File: src/rtl/freq_measure.sv
// ---------------------------------------------------------------------------
// freq_measure
//   Gated-count frequency meter. Counts rising edges of an asynchronous input
//   over a window of GATE_CYCLES clk cycles. At the end of each window it
//   publishes the count (edges per window, i.e. Hz with a 1 s gate).
//
// Ports
//   clk     : system clock
//   rstn    : asynchronous active-low reset
//   i_sig   : signal under measurement, asynchronous to clk
//   i_en    : level enable; windows run back-to-back while high
//   o_freq  : last completed count, held between updates
//   o_valid : one-cycle pulse while o_freq/o_ovf hold a freshly completed result
//   o_ovf   : last completed window saturated the edge counter
//   o_busy  : a gate window is open
// ---------------------------------------------------------------------------
module freq_measure #(
    parameter int GATE_CYCLES = 100_000_000,
    parameter int CNT_W       = 28
) (
    input  logic             clk,
    input  logic             rstn,
    input  logic             i_sig,
    input  logic             i_en,
    output logic [CNT_W-1:0] o_freq,
    output logic             o_valid,
    output logic             o_ovf,
    output logic             o_busy
);

    localparam int GW = (GATE_CYCLES > 1) ? $clog2(GATE_CYCLES) : 1;
    localparam logic [GW-1:0]    GATE_LAST = GW'(GATE_CYCLES - 1);
    localparam logic [CNT_W-1:0] CNT_MAX   = {CNT_W{1'b1}};

    localparam logic [1:0] IDLE    = 2'd0;
    localparam logic [1:0] MEASURE = 2'd1;
    localparam logic [1:0] LATCH   = 2'd2;

    logic [1:0]       state;
    logic             sync1, sync2, sync3;
    logic             rise;
    logic [GW-1:0]    gate_cnt;
    logic [CNT_W-1:0] edge_cnt;
    logic [CNT_W-1:0] edge_nxt;
    logic             sat;
    logic             sat_nxt;
    logic             gate_last;

    // sync1/sync2 resolve metastability; sync3 is the previous sample for edge detect
    assign rise      = sync2 & ~sync3;
    assign gate_last = (gate_cnt == GATE_LAST);

    // Count including this cycle's edge; saturates instead of wrapping and
    // flags the loss of an edge while sitting at full scale.
    always_comb begin
        edge_nxt = edge_cnt;
        sat_nxt  = sat;
        if (rise) begin
            if (edge_cnt == CNT_MAX) sat_nxt  = 1'b1;
            else                     edge_nxt = edge_cnt + CNT_W'(1);
        end
    end

    always_ff @(posedge clk or negedge rstn) begin
        if (!rstn) begin
            state    <= IDLE;
            sync1    <= 1'b0;
            sync2    <= 1'b0;
            sync3    <= 1'b0;
            gate_cnt <= '0;
            edge_cnt <= '0;
            sat      <= 1'b0;
            o_freq   <= '0;
            o_ovf    <= 1'b0;
        end else begin
            sync1 <= i_sig;
            sync2 <= sync1;
            sync3 <= sync2;
            case (state)
                IDLE: begin
                    gate_cnt <= '0;
                    edge_cnt <= '0;
                    sat      <= 1'b0;
                    if (i_en) state <= MEASURE;
                end
                MEASURE: begin
                    if (gate_last) begin
                        // Result registers load on entry to LATCH so they are
                        // already stable during the o_valid cycle. The last
                        // gate cycle completes even if i_en has just dropped.
                        state    <= LATCH;
                        o_freq   <= edge_nxt;
                        o_ovf    <= sat_nxt;
                        gate_cnt <= '0;
                        edge_cnt <= '0;
                        sat      <= 1'b0;
                    end else if (!i_en) begin
                        // abort: partial count dropped, last result kept
                        state    <= IDLE;
                        gate_cnt <= '0;
                        edge_cnt <= '0;
                        sat      <= 1'b0;
                    end else begin
                        gate_cnt <= gate_cnt + GW'(1);
                        edge_cnt <= edge_nxt;
                        sat      <= sat_nxt;
                    end
                end
                LATCH: begin
                    // one dead cycle: any edge seen here is not counted
                    state <= i_en ? MEASURE : IDLE;
                end
                default: state <= IDLE;
            endcase
        end
    end

    assign o_valid = (state == LATCH);
    assign o_busy  = (state == MEASURE);

endmodule

File: config.mk
export PLATFORM = sky130hd
export DESIGN_NAME = freq_measure
export DESIGN_NICKNAME = d
export VERILOG_FILES = /design/src/rtl/freq_measure.sv
export SDC_FILE = /design/constraint.sdc
export NUM_CORES = 1
export LEC_CHECK = 0
export CAP_MARGIN = 25
export CELL_PAD_IN_SITES_DETAIL_PLACEMENT = 0
export CELL_PAD_IN_SITES_GLOBAL_PLACEMENT = 1
export CORE_ASPECT_RATIO = 0.6
export CORE_UTILIZATION = 49
export DETAILED_ROUTE_END_ITERATION = 10
export DONT_BUFFER_PORTS = 1
export HOLD_SLACK_MARGIN = 0.08
export PLACE_DENSITY_LB_ADDON = 0.1
export SETUP_SLACK_MARGIN = 0.15
export SYNTH_ARGS = -nofsm -noshare
export SYNTH_HDL_FRONTEND = slang
export SYNTH_SLANG_ARGS = --single-unit
export TNS_END_PERCENT = 20
File: constraint.sdc
create_clock -name clk -period 2.7 [get_ports clk]
set_input_delay 0.405 -clock clk [delete_from_list [all_inputs] [get_ports clk]]
set_output_delay 0.405 -clock clk [all_outputs]
set_load 0.02 [all_outputs]
==> results by group <==
Timing
  – Slew margin rel.: 0.416
  – Tmin final: 2.34 ns
  – FMAX: 427 MHz
  – TNS Setup: 0 ns
  – Final Max Slew Viols: 0
  – Worst-Margin Slew: 0.873 ns
  – Final hold slack: 0.211 ns
  – Clk_skew: 0.00635 ns
  – Period utilisation layout: 0.868
  – Final Setup Violations: 0
  – Fin. Hold Viols: 0
  – Final setup margin: 0.357 ns
  – RSZ-0062 raised after global routing: yes

Synthesis
  – Post-synth EDFFs: 0
  – Async set or reset register ratio after synthesis: 1.00
  – Yosys reg bits: 90
  – Cell Area, Synth: 0.00496 mm2
  – Sequential fraction of the synthesis area: 0.454
  – Synthesized Nets: 550
  – Most used DFF post-synth: dfrtp_1
  – Yosys warnings: 0
  – Netlist cell types: 58
  – Mean Syn Cell Area: 9.11 um2
  – Cells after synthesis: 544

Floorplanning
  – Chip Width: 132 um
  – Die Span Y: 79.9 um
  – Initial core utilization: 0.504
  – IO Count: 35
  – Die area: 0.0105 mm2
  – Core area: 0.00984 mm2
  – Row count: 28

Routing
  – Initial DRC count: 424
  – Routed length on met2: 4720 um
  – Routed Antenna Nets: 0
  – Met3 wire len: 769 um
  – WL final: 12500 um
  – Routed wire per std cell: 18.5 um
  – Via density per instance: 6.18
  – DR top layer: met4
  – Drt drc: 0
  – Detailed Routing Iterations Pass 1: 5
  – Via count: 4176
  – M1 WL: 6910 um

Worst setup path
  – WP data arrival: 2.61 ns
  – Setup crit end kind: flop
  – Reg2Reg Depth: 6
  – CP Launch Type: flop
  – RR Startpoint: edge_cnt[0]
  – Critical Path Max Stage Delay: 0.72 ns
  – CP Cell Sequence: ha_1 -> and3_1 -> nand4_2 -> nor4_1 -> a31oi_1 -> a31oi_1
  – Max stage delay cell, worst path: nor4_1
  – Most frequent CP cell: a31oi_1
  – Worst R2R End: edge_cnt[22]
  – Internal reg-to-reg setup slack: 0.36 ns
  – Worst path required time: 2.97 ns
  – Crit Path Max Fanout: 7
  – Critical path class: flop to flop

Power and ir drop
  – Total chip power: 2.77 mW
  – Peak VDD IR: 0.308 mV
  – LEAKAGE: 2.16 nW
  – PwrDens: 509 mW/mm2

CTS
  – Clock transition at path regs: 0.06 ns
  – Clk buf depth: 2
  – Worst-Skew Late Latency: 0.35 ns
  – CTS sink count: 90
  – CTS tree: built
  – CTS root buf: clkbuf_16
  – CTS Buf Count: 9
  – H-tree depth: 3

Run
  – Max-cap violation count: 0

Placement
  – DP Worst Slack: 0.346 ns
  – I/O Buffers: 0
  – RD Place Congestion: 0.852
  – HPWL after DPL: 8700 um
  – Area after DPL: 0.00508 mm2
  – DP Cell Count: 656

Hold path
  – Hold WC Path Type: input pin to flop
  – Min-Delay Startpoint: i_en
  – Hold Crit Depth: 2
  – Worst hold endpoint: state[0]

Layout
  – Finished Layout Cells: 676
  – Multi-input gate area: 0.00247 mm2
  – Share of layout cells above drive strength 1: 0.0832
  – Final core area utilization: 0.553
  – # diodes: 0
  – FF/Latch Area: 0.00225 mm2
  – Final Cell Area: 0.00544 mm2
  – Fillers: 880
  – Nets: 542
  – P&R area growth vs syn: 9.74%

GRT
  – First-pass GRT wire length: 21200 um
  – Largest net degree at the start of global routing: 91
  – Initial antenna violation count: 0
  – Global route overflow: 0
  – Vias in the first global route: 3865
  – Total GRT Usage: 0.260

Outcome
  – Status: finished clean
cell usage after synthesis, types with 10 or more instances:
cell type  number  share of area
a21oi_1        25          0.025
a31oi_1        36          0.045
and4_1         10          0.018
buf_2          22          0.022
clkbuf_1       12         0.0091
dfrtp_1        90           0.45
inv_1          15          0.011
nand2_1        30          0.023
nand3_1        26          0.026
nand4_1        22          0.028
nor2_1         60          0.045
nor3_1         19          0.019
nor4_1         10          0.013
o21ai_0        18          0.018
o21ai_1        17          0.017
or3_1          16          0.020
xnor2_1        29          0.051
worst max-delay path, delay by kind of cell, from the launching register on:
kind | cells | cell delay [ns]
and+or+nand+nor | 3 | 1.26
DFF | 1 | 0.46
AOI/OAI and AO/OA | 2 | 0.34
adders and majority gates | 1 | 0.22
layer usage:
metal  up-vias  track usage
met5         -            0
met4         0       0.0686
met3        16       0.0641
met2       147        0.342
met1      2029        0.410
li1       1984            -
logic make-up (layout without fill, tap and decap cells):
| logic type | Yosys count | in the layout | synth area share |
|---|---|---|---|
| AND/OR/NAND/NOR | 233 | 233 | 0.261 |
| AO/OA/AOI/OAI | 128 | 128 | 0.165 |
| flip-flops | 90 | 90 | 0.454 |
| buffers and inverters | 55 | 52 | 0.0505 |
| XOR/XNOR | 34 | 34 | 0.0601 |
| adder cells (fa/ha/maj) | 2 | 2 | 0.00505 |
| multiplexers | 2 | 2 | 0.00429 |
state kept, by name, summed over array words and instances (netlist names):
signal	flops
edge_cnt	28
o_freq	28
gate_cnt	27
state	2
o_ovf	1
sat	1
sync1	1
sync2	1
sync3	1
layout make-up:
class,instances,area share
inverter,16,0.0110
sequential,90,0.414
clock inverter,3,0.00414
tap,135,0.0310
multi-input combinational,399,0.453
clock buffer,13,0.0497
timing repair buffer,20,0.0368
layout by cell type, fill, tap and decap left out, types with 3 or more instances in the layout:
master | Yosys | routed
xnor2_1 | 29 | 29
nand2b_1 | 4 | 4
xor2_1 | 5 | 5
clkbuf_8 | 0 | 3
and4_1 | 10 | 10
nor2_1 | 60 | 60
a2bb2oi_1 | 4 | 4
a2111oi_1 | 3 | 3
o21ai_0 | 18 | 18
buf_4 | 2 | 15
and2_1 | 4 | 4
nor2b_1 | 5 | 5
nand2_1 | 30 | 30
a41oi_1 | 3 | 3
dfrtp_1 | 90 | 90
nand4_1 | 22 | 22
or3_1 | 16 | 16
clkinvlp_4 | 0 | 3
nor4_1 | 10 | 10
o31a_1 | 3 | 3
nand3_1 | 26 | 26
o21ai_1 | 17 | 17
clkbuf_16 | 0 | 9
a22o_1 | 3 | 3
and3_1 | 9 | 9
a211oi_1 | 3 | 3
a21oi_1 | 25 | 24
a31oi_1 | 36 | 36
nor3_1 | 19 | 19
a21o_1 | 4 | 4
inv_1 | 15 | 15
worst max path at each step:
stage                               to  cells after the start    startpoint  slack, ns
after global placement       o_freq[4]                      5  edge_cnt[19]       0.38
after detailed placement     o_freq[4]                      5  edge_cnt[19]       0.35
after floorplan            edge_cnt[3]                      8   gate_cnt[0]       0.65
final                     edge_cnt[22]                      6   edge_cnt[0]       0.36
after CTS                    o_freq[4]                      5  edge_cnt[19]       0.32
after global routing      edge_cnt[22]                      6   edge_cnt[0]       0.14
power by group:
group | internal, mW | switching [mW]
registers | 1.36 | 0.0182
logic | 0.0494 | 0.110
clock network | 0.700 | 0.530
total | 2.11 | 0.658
timing repair:
item	CTS	global route
gates resized for setup	0	0
hold buffers	3	0
setup endpoints to repair	0	2
buffers inserted	0	1
endpoints found under the hold margin	91	0
Note: power is estimated with default switching activity, not from simulation.
